**src/rtl/mem_boot_loader.sv**
```systemverilog
// Boot loader: takes a 2-byte word-count header and a big-endian byte stream, packs
// bytes into memory words and holds the processor in reset until the image is written.
module mem_boot_loader #(
   parameter int                ADDR_W    = 11,
   parameter int                DATA_W    = 24,
   parameter logic [ADDR_W-1:0] BASE_ADDR = '0
) (
   input  logic              clk,
   input  logic              reset,
   input  logic              rx_valid,
   input  logic [7:0]        rx_data,
   output logic              rx_ready,
   input  logic              reload,
   output logic              ld_memwrite,
   output logic [ADDR_W-1:0] ld_address,
   output logic [DATA_W-1:0] ld_writedata,
   output logic              cpu_reset,
   output logic              done
);

   localparam int              BYTES     = DATA_W / 8;
   localparam logic [1:0]      LAST_BYTE = 2'(BYTES - 1);
   localparam logic [ADDR_W:0] DEPTH     = {1'b1, {ADDR_W{1'b0}}};

   typedef enum logic [2:0] {
      S_HDR_HI,
      S_HDR_LO,
      S_DATA,
      S_WRITE,
      S_DONE
   } state_t;

   state_t            r_state;
   logic [3:0]        r_hdr_hi;
   logic [ADDR_W:0]   r_n;
   logic [ADDR_W:0]   r_word_idx;
   logic [1:0]        r_byte_idx;
   logic [DATA_W-1:0] r_word;

   logic              w_accept;
   logic [31:0]       w_hdr_n;
   logic [ADDR_W:0]   w_n;
   logic [ADDR_W:0]   w_word_nxt;
   logic [DATA_W-1:0] w_word_shift;

   assign rx_ready     = (r_state == S_HDR_HI) || (r_state == S_HDR_LO) || (r_state == S_DATA);
   assign w_accept     = rx_valid & rx_ready;
   // Only the low 12 header bits carry the count; anything beyond the memory depth clamps.
   assign w_hdr_n      = {20'd0, r_hdr_hi, rx_data};
   assign w_n          = (w_hdr_n > 32'(DEPTH)) ? DEPTH : w_hdr_n[ADDR_W:0];
   assign w_word_nxt   = r_word_idx + (ADDR_W + 1)'(1);
   assign w_word_shift = {r_word[DATA_W-9:0], rx_data};

   always_ff @(posedge clk or posedge reset) begin
      if (reset) begin
         r_state      <= S_HDR_HI;
         r_hdr_hi     <= '0;
         r_n          <= '0;
         r_word_idx   <= '0;
         r_byte_idx   <= '0;
         r_word       <= '0;
         ld_memwrite  <= 1'b0;
         ld_address   <= '0;
         ld_writedata <= '0;
         cpu_reset    <= 1'b1;
         done         <= 1'b0;
      end else begin
         case (r_state)
            S_HDR_HI: begin
               if (w_accept) begin
                  r_hdr_hi <= rx_data[3:0];
                  r_state  <= S_HDR_LO;
               end
            end
            S_HDR_LO: begin
               if (w_accept) begin
                  r_n        <= w_n;
                  r_word_idx <= '0;
                  r_byte_idx <= '0;
                  if (w_n == '0) begin
                     r_state   <= S_DONE;
                     cpu_reset <= 1'b0;
                     done      <= 1'b1;
                  end else begin
                     r_state <= S_DATA;
                  end
               end
            end
            S_DATA: begin
               if (w_accept) begin
                  r_word <= w_word_shift;
                  if (r_byte_idx == LAST_BYTE) begin
                     // Strobe is registered here so it is high for exactly the S_WRITE cycle.
                     r_byte_idx   <= '0;
                     ld_memwrite  <= 1'b1;
                     ld_address   <= BASE_ADDR + r_word_idx[ADDR_W-1:0];
                     ld_writedata <= w_word_shift;
                     r_state      <= S_WRITE;
                  end else begin
                     r_byte_idx <= r_byte_idx + 2'd1;
                  end
               end
            end
            S_WRITE: begin
               ld_memwrite <= 1'b0;
               r_word_idx  <= w_word_nxt;
               if (w_word_nxt == r_n) begin
                  r_state   <= S_DONE;
                  cpu_reset <= 1'b0;
                  done      <= 1'b1;
               end else begin
                  r_state <= S_DATA;
               end
            end
            S_DONE: begin
               if (reload) begin
                  r_state    <= S_HDR_HI;
                  r_word_idx <= '0;
                  r_byte_idx <= '0;
                  cpu_reset  <= 1'b1;
                  done       <= 1'b0;
               end
            end
            default: r_state <= S_HDR_HI;
         endcase
      end
   end

endmodule

```
**config.mk**
```make
export PLATFORM = sky130hd
export DESIGN_NAME = mem_boot_loader
export DESIGN_NICKNAME = d
export VERILOG_FILES = /design/src/rtl/mem_boot_loader.sv
export SDC_FILE = /design/constraint.sdc
export NUM_CORES = 1
export LEC_CHECK = 0
export BUFFER_PORTS_ARGS = -buffer_cell sky130_fd_sc_hd__buf_2
export CORE_MARGIN = 4
export CORE_UTILIZATION = 54
export CTS_CLUSTER_DIAMETER = 120
export DETAILED_ROUTE_END_ITERATION = 12
export GPL_TIMING_DRIVEN = 0
export PLACE_DENSITY = 0.75
export RECOVER_POWER = 25
export SLEW_MARGIN = 10
export SYNTH_ARGS = -nofsm -noshare
export SYNTH_HDL_FRONTEND = slang
export SYNTH_SLANG_ARGS = --single-unit
```
**constraint.sdc**
```tcl
create_clock -name clk -period 5.9 [get_ports clk]
set_clock_uncertainty 0.2 [all_clocks]
set_input_delay 0.295 -clock clk [delete_from_list [all_inputs] [get_ports clk]]
set_output_delay 0.295 -clock clk [all_outputs]
set_load 0.05 [all_outputs]
```
=== Yosys cells after proc, flatten, opt, wreduce, memory -nomap -nowiden ===
Index checks and enable logic that the tools add are counted.

* Word-level logic and storage cells: 74
* Register bits after elaboration: 87
* Output and inout port bits: 39
* Input bits: 12

* Add/sub/neg operators: 2
* $lt $le $gt $ge: 1
* Bitwise logic cells: 1
* Reduce and logical (&&, ||, !) cells: 16
* Eq/ne operators: 13
* Multiplexer cells: 30

{| class="wikitable"
|+ Operator list
! operator !! count
|-
| 12-bit 2-to-1 mux || 3
|-
| 12-bit case mux with 3 select lines || 1
|-
| 3-bit 2-to-1 mux || 7
|-
| 3-bit case mux with 5 select lines || 1
|-
| 12-bit by 1-bit adder with 12-bit output, second input constant || 1
|-
| 12-bit == test || 1
|-
| 12-bit > comparator, second input constant || 1
|-
| 12-bit zero test || 1
|-
| 1-bit 2-to-1 mux || 10
|-
| 2-bit inequality test, second input constant || 5
|-
| 5-bit AND reduction || 2
|-
| 3-bit AND reduction || 3
|-
| 2-bit 2-to-1 mux || 4
|-
| 3-bit by 2-bit == test with 1-bit output, second input constant || 2
|-
| 1-bit case mux with 3 select lines || 2
|-
| 2-bit case mux with 3 select lines || 1
|-
| 2-bit AND reduction || 3
|-
| 3-bit nonzero test || 2
|-
| 2-bit by 1-bit inequality test with 1-bit output, second input constant || 2
|-
| 4-bit AND reduction || 1
|-
| 3-bit by 1-bit == test with 1-bit output, second input constant || 1
|-
| 3-bit == test, second input constant || 1
|-
| 3-bit zero test || 1
|-
| 2-bit by 1-bit adder with 2-bit output, second input constant || 1
|-
| 5 further kinds || 6
|}

=== Depth between registers and ports, before layout ===
Gate-level depths: netlist of the first run.

* Depth in word-level cells: 6
* Mapped depth: 8
* Gate-level depth less buffers: 7

=== Least setup slack after synthesis of the first run ===
Ideal clock, no wire load.

* Path type: flip-flop to flip-flop
* Start: reg r_state[2]
* End: reg ld_address[10]
* Arrival time: 1.819 ns
* Stages on the path, launching flop included: 6
* Data required time: 5.572 ns
* Clock period less this slack: 2.147 ns
* Setup slack: 3.753 ns
* Path buffers: 3
* Setup time: 0.128 ns
* Cell sequence: dfrtp_1 -> clkbuf_1 -> or4_1 -> clkbuf_1 -> clkbuf_1 -> mux2_1

* Word-level cells in the longest chain between the ends: 5
* Elaborated cells on any way between the ends: 7
* Those cells by class: eq/ne: 2; bitwise: 1; reduce/logical: 4

{| class="wikitable"
|+ Ends and longest elaborated chain
! what !! RTL line !! text
|-
| start: declaration || 33 || <nowiki>state_t r_state;</nowiki>
|-
| start signal: assignment || 56 || <nowiki>r_state <= S_HDR_HI;</nowiki>
|-
| start signal: assignment || 72 || <nowiki>r_state <= S_HDR_LO;</nowiki>
|-
| start signal: assignment || 81 || <nowiki>r_state <= S_DONE;</nowiki>
|-
| 3-bit by 1-bit == test with 1-bit output or 3-bit zero test (tied branches) || 46 || <nowiki>assign rx_ready = (r_state == S_HDR_HI) || (r_state == S_HDR_LO) || (r_state == S_DATA);</nowiki>
|-
| 1-bit logical OR (2 in a row) || 46 ||
|-
| 1-bit AND || 47 || <nowiki>assign w_accept = rx_valid & rx_ready;</nowiki>
|-
| 3-bit AND reduction (no source line) * || -- ||
|-
| end signal: assignment || 96 || <nowiki>ld_address <= BASE_ADDR + r_word_idx[ADDR_W-1:0];</nowiki>
|-
| end: declaration || 15 || <nowiki>output logic [ADDR_W-1:0] ld_address,</nowiki>
|}

Every way passes the cells marked *; elsewhere a longest branch is shown, timed or not.
A chain may end at the register's enable or synchronous reset.

=== Final worst setup path of the first run ===
* Start: reg r_word_idx[0]
* End: reg r_state[1]

* Word-level cells in the longest chain between the ends: 4

{| class="wikitable"
|+ Ends and longest elaborated chain
! what !! RTL line !! text
|-
| start: declaration || 36 || <nowiki>logic [ADDR_W:0] r_word_idx;</nowiki>
|-
| start signal: assignment || 106 || <nowiki>r_word_idx <= w_word_nxt;</nowiki>
|-
| 12-bit by 1-bit adder with 12-bit output || 51 || <nowiki>assign w_word_nxt = r_word_idx + (ADDR_W + 1)'(1);</nowiki>
|-
| 12-bit == test || 107 || <nowiki>if (w_word_nxt == r_n) begin</nowiki>
|-
| 3-bit 2-to-1 mux || 107 ||
|-
| 3-bit case mux with 5 select lines || 68 || <nowiki>case (r_state)</nowiki>
|-
| end signal: assignment || 56 ||
|-
| end signal: assignment || 72 ||
|-
| end signal: assignment || 108 || <nowiki>r_state <= S_DONE;</nowiki>
|}

Every way passes these cells.

==> flow_summary.json, run 1 <==
{
  "max_freq_ghz": 0.3809,
  "crit_chain": "ha_1 > nand3_1 > nor3_1 > xnor2_1 > nand4_1 > a2111oi_2 > a311oi_1",
  "rsz0062_at_grt": "no",
  "grt_use_total": 0.1985,
  "num_rows": 30,
  "synthFlopType": "dfrtp_1",
  "overflow": 0,
  "period_needed_ps": 2625,
  "drt_iter0_drc": 171,
  "r2r-start": "r_word_idx[0]$_DFFE_PP0P_",
  "dp.cells": 460,
  "antenna_found_initial": 0,
  "post-route-util": 0.6482,
  "post_cts_resized": 0,
  "grt_max_degree": 59,
  "syn-mean-instance-area_sq_um": 12.26,
  "netlist.top_cell.by_area": "dfrtp_1",
  "cts_buffers": 9,
  "slew_headroom": 0.06995,
  "cp-end-kind": "register",
  "cts_root_buffer": "clkbuf_8",
  "cts_tree": "built",
  "synth-seq-area-share": 0.5677,
  "synthTopCellsByArea": "dfrtp_1 (56%), mux2_2 (15%), a22o_1 (2.5%)",
  "hp-class": "input pin to register",
  "finalCritPeriodShare": 0.4449,
  "grt_pass1_wl_mm": 13.32,
  "num_vias": 2648,
  "dpl.hpwl_mm": 5.548,
  "drc_errors": 0,
  "power_density_nw_per_um2": 553.0,
  "worstPathArrival_ps": 2640,
  "num-nets-final": 389,
  "final-setup-viol-count": 0,
  "cp_slowest_cell": "dfrtp_1",
  "clkSinkCount": 87,
  "port_buffers": 50,
  "critPathCapture": "r_state[1]$_DFFE_PP0P_",
  "die_y_um": 92.30,
  "coreArea_sq_um": 6832,
  "ys_ff_latch": 87,
  "max-cap-violations": 0,
  "min_path_cells": 2,
  "grt_pass1_vias": 2701,
  "async_flop_share": 1.000,
  "gp_congestion": 0.8315,
  "synth_top_area_share": 0.5608,
  "die_area_sq_um": 8519,
  "die_x_um": 92.30,
  "maxSlewViolCount": 0,
  "ys_types": 44,
  "tns_ps": 0,
  "initial_core_util": 0.5617,
  "hold_violations": 0,
  "syn_nets": 326,
  "synthToLayoutAreaGrowth_pct": 15.39,
  "r2r_cells": 7,
  "htreeDepth": 3,
  "crit_type": "register to register",
  "ios": 51,
  "r2r-end": "r_state[1]$_DFFE_PP0P_",
  "rrSetupSlack_ps": 3270,
  "wirelength_mm": 7.713,
  "crit_required_ps": 5910,
  "cts.path.max_buffers": 2,
  "yosys_warnings": 0,
  "final_cell_mix": "dfrtp_1 (86), buf_2 (53), mux2_2 (50)",
  "drive_gt1_frac": 0.3438,
  "synth_cells": 313,
  "tightest_slew_ps": 1387,
  "irDropWorstVdd_uv": 335.2,
  "clkLatencyLatePin_ps": 360,
  "leakage_uw": 0.002047,
  "vias_per_cell": 5.551,
  "final_common_cell": "dfrtp_1",
  "status": "completed",
  "worstSetupStartpoint": "r_word_idx[0]$_DFFE_PP0P_",
  "antenna_cells": 0,
  "dr.pass1.iters": 4,
  "final_cell_count_no_fill": 477,
  "crit_fanout": 8,
  "synth_edf_count": 0,
  "crit_path_max_incr_delay_ps": 500,
  "postRouteAntennaNets": 0,
  "cts.clk_slew.worst_paths_ps": 90,
  "start_kind": "register",
  "syn_area_sq_um": 3837,
  "post_drt_wl_per_cell_um": 16.17
}
==> worst max-delay path: cells and delay by family, from the launching register on <==
| family | cells | cell delay (ps) |
|---|---|---|
| fa+ha+maj | 1 | 280 |
| flops | 1 | 500 |
| xor+xnor | 1 | 180 |
| simple gates | 3 | 800 |
| compound gates | 2 | 520 |
==> cell families (layout without fill, tap and decap cells) <==
family / Yosys count / count (layout) / synth area share
muxes: 55 / 55 / 0.1614
buffers and inverters: 22 / 90 / 0.02673
AOI/OAI and AO/OA: 56 / 56 / 0.09684
and+or+nand+nor: 72 / 72 / 0.09846
xor gates and xnor gates: 20 / 20 / 0.04565
DFF: 87 / 87 / 0.5677
adders and majority gates: 1 / 1 / 0.003260
==> metrics by stage <==
stage | hold WS, ps | total power [uW] | area [sq um] | setup slack [ps]
detailed placement | 121.4 | 2082 | 4238 | 3240
floorplan | 227.6 | 1821 | 3837 | 3156
CTS | 11.03 | 2468 | 4429 | 3239
global placement | 258.0 | 2042 | 4208 | 2187
finish | 22.66 | 2449 | 4428 | 3275
global route | 19.87 | 2597 | 4428 | 3105
==> sequential cells by signal (all words and copies together) (netlist names), 2 cells and up <==
register      count
r_state           3
ld_address       11
r_hdr_hi          4
r_n              12
r_word_idx       12
ld_writedata     24
r_word           16
r_byte_idx        2
==> cell type report <==
type | instances | area (sq um)
buffer | 18 | 87.58
clock buffer | 10 | 127.6
clock inverter | 6 | 53.80
fill | 561 | 2404
inverter | 4 | 16.27
multi-input combinational | 204 | 1556
sequential | 87 | 2178
tap | 96 | 120.1
timing repair buffer | 52 | 287.8
==> per-layer routing <==
layer	track usage	vias up	routed length, um
li1	-	1251	-
met1	0.2841	1323	3686
met2	0.2985	60	3584
met3	0.03656	14	293
met4	0.08416	0	148
met5	0	-	0
==> report_power, final <==
part,internal (uW),leakage [uW],switching (uW)
clock,161,0.0000894,226
sequential,836,0.00109,153
combinational,376,0.000865,697
==> worst min path at each step <==
stage / from / end
after floorplan: rx_data[1] / r_n[1]$_DFFE_PP0P_
after global placement: ld_address[4]$_DFFE_PP0P_ / ld_address[4]$_DFFE_PP0P_
after detailed placement: reset / ld_writedata[0]$_DFFE_PP0P_
after CTS: rx_data[6] / r_word[6]$_DFFE_PP0P_
after global routing: rx_data[4] / ld_writedata[4]$_DFFE_PP0P_
final: rx_data[6] / ld_writedata[6]$_DFFE_PP0P_
==> timing repair <==
| action | 4_1_cts | 5_1_grt |
|---|---|---|
| hold endpoints to repair | 29 | 0 |
| setup buffers | 0 | 0 |
| hold buffers | 1 | 0 |
==> cell usage after synthesis (3+ instances only) <==
library cell and number:
nand4_1 4, mux2_1 5, xnor2_1 10, o21ai_0 16, a22o_1 11, clkbuf_1 10
buf_4 4, inv_1 4, buf_2 3, and3_1 3, a31oi_1 3, nor3b_1 3
nor2_1 16, nor4_1 4, nand2_1 18, dfrtp_1 86, a21oi_1 13, mux2_2 50
nand3_1 6, nand2b_1 4, xor2_1 10
No activity file was read; power rests on OpenSTA's default activity.
==> run 2, diff against run 1 <==
==> constraint.sdc (replaced) <==
create_clock -name clk -period 2.45 [get_ports clk]
set_clock_uncertainty 0.2 [all_clocks]
set_input_delay 0.1225 -clock clk [delete_from_list [all_inputs] [get_ports clk]]
set_output_delay 0.1225 -clock clk [all_outputs]
set_load 0.05 [all_outputs]
==> flow_summary.json, run 2 (synthesis results as in run 1) <==
{
  "status": "completed",
  "multi_input_area_sq_um": 1647,
  "max-cap-violations": 0,
  "die_x_um": 92.30,
  "final_common_cell": "dfrtp_1",
  "num_rows": 30,
  "final_cell_mix": "dfrtp_1 (84), buf_2 (53), mux2_2 (50)",
  "clkSinkCount": 87,
  "r2r_cells": 7,
  "maxSlewViolCount": 0,
  "post_drt_wl_per_cell_um": 17.15,
  "fin_ws_ps": 88.20,
  "cp-end-kind": "register",
  "leakage_uw": 0.002189,
  "coreArea_sq_um": 6832,
  "power_uw": 6317,
  "period_needed_ps": 2362,
  "ios": 51,
  "drt_iter0_drc": 191,
  "dr.pass1.iters": 4,
  "crit_required_ps": 2470,
  "die_area_sq_um": 8519,
  "crit_type": "register to register",
  "vias_per_cell": 5.568,
  "die_y_um": 92.30,
  "crit_path_max_incr_delay_ps": 500,
  "synthToLayoutAreaGrowth_pct": 23.31,
  "final_cell_count_no_fill": 495,
  "clkLatencyLatePin_ps": 360,
  "tightest_slew_ps": 1213,
  "final-setup-viol-count": 0,
  "whs_ps": 289.5,
  "htreeDepth": 3,
  "fill_cells": 510,
  "dpl.hpwl_mm": 5.927,
  "max_freq_ghz": 0.4234,
  "num_vias": 2756,
  "wirelength_mm": 8.487,
  "rrSetupSlack_ps": 90,
  "start_kind": "register",
  "antenna_cells": 0,
  "cts_tree": "built",
  "slew_headroom": 0.1868,
  "overflow": 0,
  "seqCellArea_sq_um": 2181,
  "cts.path.max_buffers": 2,
  "largest_reg_flops": 24,
  "power_density_nw_per_um2": 1335,
  "hold_violations": 0,
  "r2r-end": "r_state[1]$_DFFE_PP0P_",
  "cp_slowest_cell": "or4_4",
  "cts_buffers": 9,
  "grt_max_degree": 33,
  "worstPathArrival_ps": 2390,
  "dp.cells": 461,
  "worst_hold_path.endpoint": "ld_address[4]$_DFFE_PP0P_",
  "crit_chain": "buf_4 > and4_1 > buf_6 > nand2_4 > or4_4 > a2111oi_4 > a311oi_1",
  "irDropWorstVdd_uv": 813.8,
  "cts_root_buffer": "clkbuf_8",
  "regMostFlops": "ld_writedata",
  "port_buffers": 50,
  "num-nets-final": 407,
  "initial_core_util": 0.5617,
  "cts.clk_slew.worst_paths_ps": 90,
  "top_regs": "ld_writedata: 24 flops, r_word: 16 flops",
  "gp_congestion": 0.8288,
  "finalCritPeriodShare": 0.9640,
  "grt_use_total": 0.2124,
  "crit_fanout": 6,
  "min_path_cells": 2,
  "hp-class": "register to register",
  "drc_errors": 0,
  "pre_cts_slack_ps": -224.0,
  "r2r-start": "r_word_idx[1]$_DFFE_PP0P_",
  "worstHoldStart": "ld_address[4]$_DFFE_PP0P_",
  "grt_pass1_wl_mm": 14.10,
  "postRouteAntennaNets": 0,
  "antenna_found_initial": 0,
  "drive_gt1_frac": 0.3885,
  "grt_pass1_vias": 2826
}
[run 2: changes by cell type in the layout (fill, tap and decap cells not counted), moves of 2 or more]
cell	before	now
dlygate4sd3_1	1	11
buf_4	4	12
clkbuf_1	11	5
clkbuf_2	1	4
buf_12	0	2
dfrtp_1	86	84
dfrtp_2	0	2
nor4_1	4	2
nor4_4	0	2
xnor2_1	10	8
xnor2_2	0	2
[run 2: worst max-delay path by stage]
stage,from,endpoint,slack (ps),cells after the start
floorplan,r_state[2]$_DFFE_PP0P_,ld_address[10]$_DFFE_PP0P_,300,5
global placement,r_state[2]$_DFFE_PP0P_,ld_writedata[15]$_DFFE_PP0P_,-140,5
detailed placement,r_state[2]$_DFFE_PP0P_,ld_writedata[15]$_DFFE_PP0P_,-220,5
finish,r_word_idx[1]$_DFFE_PP0P_,r_state[1]$_DFFE_PP0P_,90,7
global route,r_word_idx[1]$_DFFE_PP0P_,r_state[1]$_DFFE_PP0P_,-10,7
CTS,r_state[0]$_DFFE_PP0P_,r_word[15]$_DFFE_PP0P_,30,4
[run 2: power breakdown]
| part | switching, uW | leakage [uW] | internal, uW |
|---|---|---|---|
| sequential | 382 | 0.00109 | 2020 |
| combinational | 1810 | 0.000994 | 1050 |
| clock | 549 | 0.000105 | 515 |
[run 2: repair_timing]
item	in CTS	in global routing
hold endpoints to repair	59	0
setup buffers	0	9
pin swaps	0	8
resized for setup	8	13
hold buffers	11	0
endpoints found under the setup margin	29	21
[run 2: cell type report]
class,instances,share of cell area
clock inverters,6,0.01586
multi-input cells,204,0.3480
inverters,4,0.003437
clock buffers,10,0.02909
plain buffers,16,0.01851
repair buffers,72,0.09889
flip-flops and latches,87,0.4609
well taps,96,0.02538
[run 2: worst max-delay path: cells and delay by family (launching register included)]
kind            cells  cell delay, ps
flops               1             450
simple gates        3             750
compound gates      2             560
buf+inv             2             270
[run 2: stage by stage]
stage | TNS [ps] | utilization | area [sq um]
2_1_floorplan | 0 | - | 3841
3_3_place_gp | -1536 | 0.6165 | 4212
3_5_place_dp | -3113 | 0.6223 | 4252
4_1_cts | 0 | 0.6751 | 4612
5_1_grt | -10.00 | 0.6927 | 4732
6_report | 0 | 0.6927 | 4732
[run 2: per-layer routing]
layer  vias up  track usage  routed length (um)
met2        79       0.3269                4190
met1      1379       0.2927                3777
met4         0      0.09282                 140
met5         -            0                   0
li1       1285            -                   -
met3        13      0.04387                 378
